$ cat config.mk
export PLATFORM = sky130hd
export DESIGN_NAME = map_layer_scheduler
export DESIGN_NICKNAME = d
export VERILOG_FILES = /design/src/rtl/map_layer_scheduler.sv
export SDC_FILE = /design/constraint.sdc
export NUM_CORES = 1
export LEC_CHECK = 0
export ABC_AREA = 1
export BUFFER_PORTS_ARGS = -buffer_cell sky130_fd_sc_hd__buf_4
export CAP_MARGIN = 20
export CORE_MARGIN = 5
export CORE_UTILIZATION = 60
export CTS_CLUSTER_DIAMETER = 50
export DETAILED_ROUTE_END_ITERATION = 12
export MAX_ROUTING_LAYER = met4
export PLACE_DENSITY = 0.79
export SYNTH_ARGS = -nofsm -noshare
export SYNTH_HDL_FRONTEND = slang
export SYNTH_SLANG_ARGS = --single-unit
$ cat constraint.sdc
create_clock -name clk -period 3.5 [get_ports clk]
set_clock_uncertainty 0.05 [all_clocks]
set_input_delay 0 -clock clk [delete_from_list [all_inputs] [get_ports clk]]
set_output_delay 0 -clock clk [all_outputs]
set_load 0.01 [all_outputs]
$ cat src/rtl/map_layer_scheduler.sv
`timescale 1ns/1ps
// map_layer_scheduler
//   Drives the block_generator and captures each generated layer (layer_map + block_type)
//   into a DEPTH-row ring buffer. The game/render side reads rows by logical index
//   (0 = oldest/bottom) and requests one-layer scrolls.
//
// Ports
//   clk, rst           system clock, asynchronous active-high reset
//   start              pulse: build the initial map (only acted on while idle)
//   scroll_req         pulse: drop the bottom row, append a fresh top row (only while ready)
//   scroll_ack         1-cycle pulse after the new top row has been written
//   busy               high in S_INIT, S_FILL, S_SCROLL
//   map_valid          high in S_READY
//   error              high once a timeout or protocol error occurred (held until rst)
//   gen_generate       1-cycle request pulse to block_generator.generate_map
//   gen_layer_map      layer bitmap from the generator, bit order [0:6]
//   gen_block_type     block types from the generator, bit order [0:6]
//   gen_load_layer     generator strobe: layer data valid this cycle
//   gen_map_ready      generator flag: initial map complete (must accompany 4th init load)
//   rd_row             logical row to read
//   rd_layer_map       registered row data, 1-cycle latency
//   rd_block_type      registered row data, 1-cycle latency
//
// Handshake: gen_generate is a single-cycle request; the generator answers with one
// gen_load_layer strobe per layer (four strobes after the initial request). A strobe is
// accepted only in a state that is waiting for one; all other strobes are ignored.
module map_layer_scheduler #(
  parameter int DEPTH   = 8,
  parameter int TIMEOUT = 15,
  localparam int AW     = $clog2(DEPTH)
) (
  input  logic          clk,
  input  logic          rst,
  input  logic          start,
  input  logic          scroll_req,
  output logic          scroll_ack,
  output logic          busy,
  output logic          map_valid,
  output logic          error,
  output logic          gen_generate,
  input  logic [0:6]    gen_layer_map,
  input  logic [0:6]    gen_block_type,
  input  logic          gen_load_layer,
  input  logic          gen_map_ready,
  input  logic [AW-1:0] rd_row,
  output logic [0:6]    rd_layer_map,
  output logic [0:6]    rd_block_type
);

  localparam int          TW        = $clog2(TIMEOUT + 1);
  localparam logic [AW:0] ROWS_FULL = (AW+1)'(DEPTH);
  localparam logic [AW:0] ROWS_LAST = (AW+1)'(DEPTH - 1);
  localparam logic [TW-1:0] TMO_LAST = TW'(TIMEOUT - 1);

  typedef enum logic [2:0] {
    S_IDLE, S_INIT, S_FILL, S_READY, S_SCROLL, S_ERROR
  } state_t;

  state_t          state_q, state_d;
  logic [AW-1:0]   base_q, wr_ptr_q;
  logic [AW:0]     rows_q;
  logic [1:0]      init_cnt_q;
  logic [TW-1:0]   tmo_q, tmo_d;
  logic            scroll_ack_q;
  logic [13:0]     rd_q;
  logic [13:0]     mem [DEPTH];
  logic [AW-1:0]   rd_addr;

  logic            wr_en;
  logic            base_inc;
  logic            ack_d;
  logic            waiting;

  // Next-state and request logic. gen_generate is a Mealy output so the request leaves
  // in the same cycle as the triggering start/scroll_req/load.
  always_comb begin
    state_d      = state_q;
    gen_generate = 1'b0;
    wr_en        = 1'b0;
    base_inc     = 1'b0;
    ack_d        = 1'b0;
    waiting      = 1'b0;
    case (state_q)
      S_IDLE: begin
        if (start) begin
          state_d      = S_INIT;
          gen_generate = 1'b1;
        end
      end
      S_INIT: begin
        waiting = 1'b1;
        if (gen_load_layer) begin
          if (init_cnt_q == 2'd3) begin
            if (!gen_map_ready) begin
              state_d = S_ERROR;
            end else begin
              wr_en = 1'b1;
              if (DEPTH > 4) begin
                state_d      = S_FILL;
                gen_generate = 1'b1;
              end else begin
                state_d = S_READY;
              end
            end
          end else if (gen_map_ready) begin
            state_d = S_ERROR;
          end else begin
            wr_en = 1'b1;
          end
        end
      end
      S_FILL: begin
        waiting = 1'b1;
        if (gen_load_layer) begin
          wr_en = 1'b1;
          if (rows_q == ROWS_LAST) state_d = S_READY;
          else gen_generate = 1'b1;
        end
      end
      S_READY: begin
        if (scroll_req) begin
          state_d      = S_SCROLL;
          gen_generate = 1'b1;
        end
      end
      S_SCROLL: begin
        waiting = 1'b1;
        if (gen_load_layer) begin
          wr_en    = 1'b1;
          base_inc = 1'b1;
          ack_d    = 1'b1;
          state_d  = S_READY;
        end
      end
      S_ERROR: begin
        state_d = S_ERROR;
      end
      default: begin
        state_d = S_ERROR;
      end
    endcase
    // A load arriving in the last allowed cycle still wins over the timeout.
    if (waiting && !gen_load_layer && (tmo_q >= TMO_LAST)) begin
      state_d  = S_ERROR;
      wr_en    = 1'b0;
      base_inc = 1'b0;
      ack_d    = 1'b0;
    end
  end

  // tmo_q counts cycles since the last request/accepted load, with that event cycle
  // itself counted as 1, so the error becomes visible TIMEOUT cycles after a request.
  always_comb begin
    tmo_d = '0;
    if (gen_generate || wr_en) tmo_d = TW'(1);
    else if (waiting)          tmo_d = tmo_q + 1'b1;
  end

  always_ff @(posedge clk or posedge rst) begin
    if (rst) begin
      state_q      <= S_IDLE;
      base_q       <= '0;
      wr_ptr_q     <= '0;
      rows_q       <= '0;
      init_cnt_q   <= '0;
      tmo_q        <= '0;
      scroll_ack_q <= 1'b0;
      rd_q         <= '0;
    end else begin
      state_q      <= state_d;
      tmo_q        <= tmo_d;
      scroll_ack_q <= ack_d;
      rd_q         <= mem[rd_addr];
      if (state_q == S_IDLE && start) init_cnt_q <= '0;
      else if (state_q == S_INIT && wr_en) init_cnt_q <= init_cnt_q + 1'b1;
      if (wr_en) begin
        wr_ptr_q <= wr_ptr_q + 1'b1;
        if (rows_q != ROWS_FULL) rows_q <= rows_q + 1'b1;
      end
      if (base_inc) base_q <= base_q + 1'b1;
    end
  end

  // Storage has no reset; reads in the write cycle see the previous contents.
  always_ff @(posedge clk) begin
    if (wr_en) mem[wr_ptr_q] <= {gen_layer_map, gen_block_type};
  end

  assign rd_addr       = base_q + rd_row;
  assign rd_layer_map  = rd_q[13:7];
  assign rd_block_type = rd_q[6:0];
  assign scroll_ack    = scroll_ack_q;
  assign busy          = (state_q == S_INIT) || (state_q == S_FILL) || (state_q == S_SCROLL);
  assign map_valid     = (state_q == S_READY);
  assign error         = (state_q == S_ERROR);

endmodule

==> run summary, run 1 <==
Clock transition time at the flip-flop clock pins of the worst setup and hold paths = 0.06 ns
Detailed route wirelength on metal2 = 6.78 mm
Post-detailed-route count of antenna-violating nets = 0
Max_cap viols = 0
Finish-stage setup viols = 0
Critical Path Max Stage Delay = 0.54 ns
Met3 wirelength from detailed routing = 863 um
Data required time at the worst endpoint = 3.68 ns
Number of nets produced by synthesis = 563
Achievable clock frequency = 0.385 GHz
Distinct cell type count after synthesis = 26
Ant. Diodes = 0
Mean post-synth cell area = 11.5 um2
Placer congestion estimate = 0.893
Routed vias/inst = 5.61
Clock tree from TritonCTS = yes
Portion of total power attributed to combinational logic = 0.349
Power share of the sequential group = 0.363
Ports placed on the boundary = 42
Clock power share = 0.288
Routed length on met1 = 5.34 mm
Number of buffers and inverters on the critical path = 2
Final HPWL DP = 8.08 mm
Kind of cell adding the most delay to the critical path = simple AND/OR/NAND/NOR gates
Worst hold-check path type = input port to async pin
Critical Path, Cell by Cell = ha_1 > inv_1 > ha_1 > o21ai_4 > nand2_2 > nor3_2 > buf_4
Final max-slew violation count = 0
Post-synth ARST share = 0.233
Max-slew headroom = 0.542
#FFs+latches synth = 146
Most common library cell in the layout ignoring fill and taps = sky130_fd_sc_hd__edfxtp_1
Cell repeated most along the worst path = sky130_fd_sc_hd__ha_1
Setup repair after global routing missed its margin = no
Number of design rule violations left after detail routing = 0
Number of cells produced by synthesis = 528
GRT Resource Usage Total = 0.229
Die span in x = 110 um
Setup_tns = 0 ns
Resized cells post-CTS = 0
Root buffer selected by CTS = sky130_fd_sc_hd__clkbuf_8
Number of vias in the routed layout = 4174
Chip height = 110 um
Critical Path Slowest Stage Cell = sky130_fd_sc_hd__nor3_2
Switching share of power = 0.361
Fraction of final layout cells with drive strength greater than 1 = 0.164
Outcome = complete, no violations
Clock net sink count = 146
Net count of the finished layout = 633
Switch Pwr = 2.30 mW
Number of buffers created by CTS = 17
Clock H-tree levels = 4
Min Tclk post-route = 2.60 ns
Signal arrival time at the worst endpoint = 2.78 ns
DP Area = 0.00657 mm2
Router iterations before antenna repair = 5
Count of buffers inserted at the top-level ports = 41
Violation count after the first detailed-routing iteration = 423
Most frequent cells in the layout = sky130_fd_sc_hd__edfxtp_1, sky130_fd_sc_hd__o21ai_0, sky130_fd_sc_hd__nor2_1
DR WL/cell = 17.8 um
Share of the clock period used by the worst path = 0.742
Total die area = 0.0122 mm2
Clock buffer depth = 2
Topmost layer with routed signal wires = met4
Starting density of the core = 0.617
Number of synthesized flops with an enable pin = 112
Initial antenna violation count = 0
Clock insertion delay at the later pin of the skew report = 0.52 ns
Kind of critical path = flop to flop
Least-Margin Pin Slew = 0.687 ns
First-pass GRT wire length = 21.2 mm
Ranking of synthesized cells by area = sky130_fd_sc_hd__edfxtp_1, sky130_fd_sc_hd__dfrtp_1, sky130_fd_sc_hd__o21ai_0
Number of endpoints with negative hold slack in the final report = 0
WHS = 0.0973 ns
Largest area contributor in the netlist = sky130_fd_sc_hd__edfxtp_1
Overflow after GRT = 0
Placeable core region = 0.00982 mm2
Area Overhead vs Synth = 21.8%
Design Area, Final = 0.00738 mm2
Kind of end point of the critical path = flop
Primary flip-flop cell chosen by synthesis mapping = sky130_fd_sc_hd__edfxtp_1
Largest voltage drop on the vdd net = 0.425 mV
Largest net degree at the start of global routing = 57
Internal cell power = 4.08 mW
Fraction of post-synthesis cell area in the top cell type by area = 0.555
Power per unit of standard cell area = 864 mW/mm2
Vias in the first global route = 4201
Routed WL = 13.2 mm
Cell area after synthesis = 0.00606 mm2
Largest fanout on the critical path = 14
Part of the Yosys area used for sequential elements = 0.696
Std-Cell Rows = 36
Static leakage = 2.91 nW
Yosys warnings = 0
Launching element type of the critical path = flop
## final timing paths
check / from / end / slack [ns] / depth (start not counted)
worst min-delay path: rst / rd_q[1]$_DFF_PP0_ / 0.1 / 4
worst max-delay path: init_cnt_q[0]$_DFFE_PP0P_ / mem[6][3]$_DFFE_PP_ / 0.90 / 7
max in group asynchronous: rst / rd_q[0]$_DFF_PP0_ / 2.97 / 4
worst min register to register: rows_q[3]$_DFFE_PP0P_ / rows_q[3]$_DFFE_PP0P_ / 0.43 / 2
min in group clk: rd_row[2] / rd_q[10]$_DFF_PP0_ / 0.14 / 6
worst max register to register: init_cnt_q[0]$_DFFE_PP0P_ / mem[6][3]$_DFFE_PP_ / 0.90 / 7
## flip-flops by register name, indices dropped and copies added (netlist names)
signal / count
base_q: 3
init_cnt_q: 2
mem: 112
rd_q: 14
rows_q: 4
scroll_ack: 1
state_q: 3
tmo_q: 4
wr_ptr_q: 3
## synthesized netlist by cell type (2+ instances only)
master	instances
sky130_fd_sc_hd__dfrtp_1	34
sky130_fd_sc_hd__inv_2	2
sky130_fd_sc_hd__nand2_1	56
sky130_fd_sc_hd__xnor2_1	4
sky130_fd_sc_hd__ha_1	11
sky130_fd_sc_hd__nor2_1	96
sky130_fd_sc_hd__nor3_1	9
sky130_fd_sc_hd__nand4_1	5
sky130_fd_sc_hd__buf_2	8
sky130_fd_sc_hd__xor2_1	6
sky130_fd_sc_hd__o21ai_0	100
sky130_fd_sc_hd__clkbuf_1	8
sky130_fd_sc_hd__o21ai_1	5
sky130_fd_sc_hd__nand2_2	3
sky130_fd_sc_hd__buf_4	3
sky130_fd_sc_hd__edfxtp_1	112
sky130_fd_sc_hd__nand3_1	20
sky130_fd_sc_hd__a21oi_1	2
sky130_fd_sc_hd__buf_1	3
sky130_fd_sc_hd__inv_1	35
## final cells by class
type | instances | area, um2
sequential | 146 | 4210
clock buffer | 19 | 422
clock inverter | 13 | 183
multi-input combinational | 322 | 1640
timing repair buffer | 74 | 618
inverter | 37 | 139
tap | 133 | 166
fill | 631 | 2440
## stage by stage
stage | power [mW] | std cells | util | setup slack, ns
after floorplan | 3.79 | 528 | - | 0.682
after global placement | 4.39 | 692 | 0.669 | 1.00
after detailed placement | 4.50 | 692 | 0.669 | 0.930
after CTS | 6.38 | 744 | 0.751 | 0.900
after global routing | 6.74 | 744 | 0.751 | 0.726
final | 6.38 | 744 | 0.751 | 0.904
## power groups by stage
stage	logic [mW]	clock network [mW]	registers (mW)
2_1_floorplan	1.44	0	2.35
3_3_place_gp	2.05	0	2.33
3_5_place_dp	2.15	0	2.34
4_1_cts	2.21	1.86	2.31
5_1_grt	2.47	1.92	2.34
6_report	2.23	1.83	2.32
## worst min-delay path, stage by stage
cell and delay, ns:
sky130_fd_sc_hd__dlygate4sd3_1 0.53, sky130_fd_sc_hd__buf_4 0.13, sky130_fd_sc_hd__inv_1 0.04, sky130_fd_sc_hd__buf_4 0.40
## cell families after synthesis
family / Yosys count / synth area share
XOR/XNOR: 10 / 0.0145
AND/OR/NAND/NOR: 192 / 0.131
flip-flops: 146 / 0.696
buffers and inverters: 60 / 0.0419
adder cells (fa/ha/maj): 12 / 0.0260
AO/OA/AOI/OAI: 108 / 0.0911
## repair_timing
action / 4_1_cts / 5_1_grt
setup endpoints to repair: 0 / 0
setup buffers: 0 / 0
hold buffers: 20 / 0
endpoints found under the hold margin: 164 / 0
## layer usage
layer	vias to the layer above	track usage
met1	2026	0.283
met5	-	-
met2	168	0.372
met3	24	0.0520
met4	0	0.0854
li1	1956	-
Power figures use the tool's default switching activity.
==> run 2, diff against run 1 <==
==> constraint.sdc (replaced) <==
create_clock -name clk -period 2.5 [get_ports clk]
set_clock_uncertainty 0.05 [all_clocks]
set_input_delay 0 -clock clk [delete_from_list [all_inputs] [get_ports clk]]
set_output_delay 0 -clock clk [all_outputs]
set_load 0.01 [all_outputs]
==> run 2 against run 1 <==
  * Clock-buffer cell count stayed put
  * Cell count is 0.81% higher
  * Global-route usage is 0.66 points higher
  * Highest routed layer unchanged
==> run summary, run 2 (same netlist as run 1, synthesis figures left out) <==
Outcome = complete, no violations
Largest fanout on the critical path = 7 (-7)
Max_cap viols = 0 (unchanged)
Critical Path, Cell by Cell = inv_1 > nand3_1 > nand2_1 > dlygate4sd3_1 > inv_1 > nand2_1 > buf_4
Root buffer selected by CTS = sky130_fd_sc_hd__clkbuf_8
Final HPWL DP = 8.27 mm (+2.3%)
Switch Pwr = 3.27 mW (+42%)
Ports placed on the boundary = 42 (unchanged)
Start of the worst register-to-register path = init_cnt_q[0]$_DFFE_PP0P_
Number of inserted filler cells in the final layout = 638 (+1.1%)
Kind of end point of the critical path = primary output
Reg2reg end = mem[0][12]$_DFFE_PP_
Placeable core region = 0.00982 mm2 (unchanged)
Violation count after the first detailed-routing iteration = 398 (-5.9%)
Most frequent cells in the layout = sky130_fd_sc_hd__edfxtp_1, sky130_fd_sc_hd__o21ai_0, sky130_fd_sc_hd__nor2_1
Kind of cell adding the most delay to the critical path = buffers and inverters
Total design power = 8.82 mW (+38%)
Power share of the sequential group = 0.370 (+0.007)
Clock net sink count = 146 (unchanged)
Clock insertion delay at the later pin of the skew report = 0.52 ns (about the same)
Number of endpoints with negative hold slack in the final report = 0 (unchanged)
Cell count after placement = 698 (+0.87%)
Post-layout util = 0.753 (+0.00204)
Reg-to-reg setup timing slack = 0.21 ns (-0.69 ns)
Post-detailed-route count of antenna-violating nets = 0 (unchanged)
Clock power share = 0.270 (-0.018)
Post-CTS Setup Inserts = 0 (unchanged)
Number of buffers created by CTS = 17 (unchanged)
Share of the clock period used by the worst path = 0.916
Biggest regs = mem: 112 flops, rd_q: 14 flops
Worst hold-check path type = input port to async pin
Finish-stage setup viols = 0 (unchanged)
Least-Margin Pin Slew = 0.488 ns (-0.198 ns)
Data required time at the worst endpoint = 2.45 ns (-1.23 ns)
Setup repair after global routing missed its margin = no
Launching element type of the critical path = flop
Critical Path Slowest Stage Cell = sky130_fd_sc_hd__dlygate4sd3_1
Chip height = 110 um (unchanged)
Std-Cell Rows = 36 (unchanged)
Switching share of power = 0.371 (+0.0101)
Routed vias/inst = 5.60 (-0.23%)
GRT Resource Usage Total = 0.236 (+0.00665)
Initial antenna violation count = 0 (unchanged)
Starting density of the core = 0.617 (unchanged)
Clock transition time at the flip-flop clock pins of the worst setup and hold paths = 0.06 ns (about the same)
Register name with the most flops = mem
Kind of critical path = flop to primary output
Total die area = 0.0122 mm2 (unchanged)
Net count of the finished layout = 639 (+0.95%)
Portion of total power attributed to combinational logic = 0.361 (+0.012)
Internal cell power = 5.55 mW (+36%)
Count of buffers inserted at the top-level ports = 41 (unchanged)
Die span in x = 110 um (unchanged)
Clock buffer depth = 2 (unchanged)
Vias in the first global route = 4219 (+0.43%)
Max-slew headroom = 0.674 (+0.133)
Fraction of final layout cells with drive strength greater than 1 = 0.173 (+0.00975)
Min Tclk post-route = 2.29 ns
Number of cells in the finished layout apart from fillers = 750 (+0.81%)
Final max-slew violation count = 0 (unchanged)
Number of vias in the routed layout = 4198 (+0.57%)
Signal arrival time at the worst endpoint = 2.24 ns (-0.54 ns)
Overflow after GRT = 0 (unchanged)
Setup_tns = 0 ns (unchanged)
Number of design rule violations left after detail routing = 0 (unchanged)
Power per unit of standard cell area = 1190 mW/mm2 (+38%)
Area Overhead vs Synth = 22.1%
Achievable clock frequency = 0.437 GHz
R2r worst-path depth = 7 (unchanged)
Placer congestion estimate = 0.858 (-3.9%)
Ant. Diodes = 0 (unchanged)
Most common library cell in the layout ignoring fill and taps = sky130_fd_sc_hd__edfxtp_1
Critical Path Max Stage Delay = 0.54 ns (about the same)
Clock H-tree levels = 4 (unchanged)
Static leakage = 2.93 nW (+0.49%)
First-pass GRT wire length = 21.7 mm (+2.5%)
Clock tree from TritonCTS = yes
Largest net degree at the start of global routing = 57 (unchanged)
Number of buffers and inverters on the critical path = 4 (+2)
Largest voltage drop on the vdd net = 0.612 mV (+44%)
Critical Path Start = state_q[2]$_DFFE_PP0P_
Flip-flop count of the largest register after layout = 112 (unchanged)
DR WL/cell = 17.9 um (+1.0%)
Router iterations before antenna repair = 5 (unchanged)
Routed WL = 13.5 mm (+1.8%)
[run 2: cell count changes in the layout (fill, tap and decap cells not counted), sizes merged]
| cell | previous run | this run |
|---|---|---|
| buf | 54 | 60 |
| clkinv | 4 | 7 |
| bufinv | 4 | 2 |
| clkinvlp | 3 | 2 |
[run 2: how the worst max path moves through the flow]
stage / end / slack [ns] / depth (start not counted)
after floorplan: mem[6][0]$_DFFE_PP_ / -0.32 / 7
after global placement: mem[4][9]$_DFFE_PP_ / 0.31 / 7
after detailed placement: mem[0][7]$_DFFE_PP_ / 0.23 / 7
after CTS: gen_generate / 0.13 / 7
after global routing: gen_generate / 0.03 / 7
final: gen_generate / 0.21 / 7
[run 2: timing repair]
item | 4_1_cts | 5_1_grt
hold buffers | 20 | 0
endpoints found under the setup margin | 0 | 1
resized for setup | 0 | 4
hold endpoints to repair | 164 | 0
[run 2: area by class of cell]
cell class	count	area, um2	share of cell area
clock buffer	19	422	0.0570
timing repair buffer	80	676	0.0913
clock inverter	13	135	0.0183
inverter	37	139	0.0188
sequential	146	4220	0.570
multi-input combinational	322	1640	0.222
tap	133	166	0.0225
[run 2: metal layers]
layer,track usage,up-vias,share of wire
li1,-,1963,-
met1,0.280,1989,0.39
met2,0.385,198,0.51
met3,0.0470,48,0.060
met4,0.118,0,0.042
met5,-,-,0
[run 2: power by group through the flow]
| stage | Clock (mW) | Combinational [mW] | Sequential, mW |
|---|---|---|---|
| floorplan | 0 | 2.02 | 3.29 |
| global placement | 0 | 2.94 | 3.28 |
| detailed placement | 0 | 3.05 | 3.29 |
| CTS | 2.40 | 3.17 | 3.25 |
| global route | 2.51 | 3.55 | 3.30 |
| finish | 2.38 | 3.18 | 3.26 |
[run 2: stage by stage]
step                worst slack (ns)  hold WS (ns)  instance area, um2
global route                  0.0350         0.167                7400
detailed placement             0.232         0.103                6630
CTS                            0.132         0.110                7390
global placement               0.313        0.0946                6630
floorplan                     -0.318        0.0489                6060
finish                         0.210         0.106                7400
[run 2: worst reg2reg max path, cell delays in order (launching register included)]
cell and delay (ns):
sky130_fd_sc_hd__dfrtp_1 0.38, sky130_fd_sc_hd__ha_1 0.23, sky130_fd_sc_hd__inv_1 0.07, sky130_fd_sc_hd__ha_1 0.26, sky130_fd_sc_hd__o21ai_4 0.28, sky130_fd_sc_hd__nand2_2 0.27, sky130_fd_sc_hd__nor3_2 0.23, sky130_fd_sc_hd__buf_4 0.23
==> run 3, diff against run 2 <==
--- a/config.mk
+++ b/config.mk
@@ -14,6 +14,7 @@
 export DETAILED_ROUTE_END_ITERATION = 12
 export MAX_ROUTING_LAYER = met4
 export PLACE_DENSITY = 0.79
+export REMOVE_ABC_BUFFERS = 1
 export SYNTH_ARGS = -nofsm -noshare
 export SYNTH_HDL_FRONTEND = slang
 export SYNTH_SLANG_ARGS = --single-unit
==> run 3 against run 2 <==
  * Register-to-register slack about the same
  * Clock-buffer cell count increased by 3
  * Sequential share of layout area increased by 0.32 points
  * First-iteration DRC count increased by 13%
  * Worst hold slack got worse by 0.012 ns
  * Highest routed layer unchanged
  * Power increased by 0.45%
  * Sequential cell count unchanged
==> run summary, run 3 (same netlist as run 1, synthesis figures left out) <==
Post-detailed-route count of antenna-violating nets = 0 (unchanged)
DR WL/cell = 18.3 um (+2.0%)
Number of endpoints with negative hold slack in the final report = 0 (unchanged)
Largest voltage drop on the vdd net = 1.26 mV (+110%)
Max_cap viols = 0 (unchanged)
Largest fanout on the critical path = 8 (+1)
Most frequent cells in the layout = sky130_fd_sc_hd__edfxtp_1, sky130_fd_sc_hd__o21ai_0, sky130_fd_sc_hd__nor2_1
Chip height = 110 um (unchanged)
Most common library cell in the layout ignoring fill and taps = sky130_fd_sc_hd__edfxtp_1
Kind of end point of the critical path = primary output
Final HPWL DP = 8.11 mm (-1.9%)
Number of buffers created by CTS = 17 (unchanged)
Setup_tns = 0 ns (unchanged)
Ant. Diodes = 0 (unchanged)
Placeable core region = 0.00982 mm2 (unchanged)
Kind of critical path = flop to primary output
Power per unit of standard cell area = 1210 mW/mm2 (+1.0%)
Number of vias in the routed layout = 4273 (+1.8%)
Vias in the first global route = 4223 (+0.095%)
Min Tclk post-route = 2.36 ns (+0.0683 ns)
Signal arrival time at the worst endpoint = 2.31 ns (+0.07 ns)
Finish-stage setup viols = 0 (unchanged)
Number of design rule violations left after detail routing = 0 (unchanged)
Routed vias/inst = 5.74 (+2.5%)
Clock tree from TritonCTS = yes
Count of buffers inserted at the top-level ports = 41 (unchanged)
Total die area = 0.0122 mm2 (unchanged)
Clock buffer depth = 2 (unchanged)
Largest net degree at the start of global routing = 57 (unchanged)
Router iterations before antenna repair = 6 (+1)
Setup repair after global routing missed its margin = no
Std-Cell Rows = 36 (unchanged)
Clock net sink count = 146 (unchanged)
Clock insertion delay at the later pin of the skew report = 0.53 ns (about the same)
Die span in x = 110 um (unchanged)
Least-Margin Pin Slew = 0.478 ns (-0.00993 ns)
Net count of the finished layout = 634 (-0.78%)
Routed WL = 13.6 mm (+1.3%)
Worst hold-check path type = input port to async pin
Launching element type of the critical path = flop
First-pass GRT wire length = 22.1 mm (+1.7%)
Fraction of final layout cells with drive strength greater than 1 = 0.167 (-0.00675)
Max-slew headroom = 0.681 (+0.00662)
Area Overhead vs Synth = 21.4%
Data required time at the worst endpoint = 2.45 ns (about the same)
Clock transition time at the flip-flop clock pins of the worst setup and hold paths = 0.06 ns (about the same)
WHS = 0.0934 ns (-0.0122 ns)
Violation count after the first detailed-routing iteration = 449 (+13%)
Register name with the most flops = mem
GRT Resource Usage Total = 0.238 (+0.00284)
Number of cells in the finished layout apart from fillers = 745 (-0.67%)
Cell count after placement = 693 (-0.72%)
Achievable clock frequency = 0.424 GHz (-2.9%)
Root buffer selected by CTS = sky130_fd_sc_hd__clkbuf_8
Biggest regs = mem: 112 flops, rd_q: 14 flops
Static leakage = 2.90 nW (-0.98%)
Post-layout util = 0.749 (-0.00446)
Placer congestion estimate = 0.902 (+5.2%)
Overflow after GRT = 0 (unchanged)
Flip-flop count of the largest register after layout = 112 (unchanged)
Clock H-tree levels = 4 (unchanged)
Starting density of the core = 0.617 (unchanged)
Ports placed on the boundary = 42 (unchanged)
Outcome = complete, no violations
Final max-slew violation count = 0 (unchanged)
Share of the clock period used by the worst path = 0.943 (+0.0273)
Initial antenna violation count = 0 (unchanged)
run 3: cell type report:
cell class | instances | area [um2]
fill | 649 | 2470
clock inverter | 10 | 101
inverter | 37 | 139
sequential | 146 | 4220
clock buffer | 22 | 453
timing repair buffer | 75 | 638
multi-input combinational | 322 | 1640
tap | 133 | 166
run 3: worst paths after layout:
path                                               end  slack [ns]                       from  cells past startpoint
worst max register to register     mem[7][7]$_DFFE_PP_        0.21  init_cnt_q[0]$_DFFE_PP0P_                      7
worst max-delay path                      gen_generate        0.14     state_q[1]$_DFFE_PP0P_                      8
worst min-delay path             base_q[2]$_DFFE_PP0P_        0.09                        rst                      4
worst min register to register   rows_q[3]$_DFFE_PP0P_        0.46      rows_q[3]$_DFFE_PP0P_                      2
min in group clk                    rd_q[10]$_DFF_PP0_        0.16                  rd_row[2]                      6
max in group asynchronous       state_q[2]$_DFFE_PP0P_        1.95                        rst                      4
run 3: worst max-delay path: stages (launching register included):
cell                            delay (ns)
sky130_fd_sc_hd__dfrtp_1              0.53
sky130_fd_sc_hd__nand2_1              0.09
sky130_fd_sc_hd__nor2_1               0.20
sky130_fd_sc_hd__nand2_1              0.08
sky130_fd_sc_hd__nand2_1              0.06
sky130_fd_sc_hd__dlygate4sd3_1        0.54
sky130_fd_sc_hd__inv_1                0.06
sky130_fd_sc_hd__nand2_1              0.08
sky130_fd_sc_hd__buf_4                0.12
run 3: through the flow:
step | worst slack (ns) | cell area [um2] | total power [mW]
floorplan | -0.346 | 5940 | 5.18
global placement | 0.337 | 6590 | 6.25
detailed placement | 0.249 | 6590 | 6.39
CTS | 0.0983 | 7350 | 8.82
global route | 0.0161 | 7350 | 9.41
finish | 0.141 | 7350 | 8.86
run 3: where the power goes:
group | leakage, nW | switching (mW) | internal, mW | total, mW
clock | 0.263 | 0.967 | 1.38 | 2.35
combinational | 1.20 | 2.13 | 1.11 | 3.24
sequential | 1.43 | 0.246 | 3.02 | 3.27
run 3: per-layer routing:
metal | track usage | up-vias | wire (um)
met4 | 0.0599 | 0 | 108
li1 | - | 1954 | -
met1 | 0.326 | 2056 | 5780
met3 | 0.0536 | 16 | 1190
met2 | 0.369 | 247 | 6560
met5 | - | - | 0
run 3: repair_timing:
| item | 4_1_cts | 5_1_grt |
|---|---|---|
| buffers inserted | 0 | 0 |
| gates resized for setup | 0 | 2 |
| hold buffers | 20 | 0 |
| hold endpoints to repair | 163 | 0 |
| endpoints found under the setup margin | 0 | 1 |
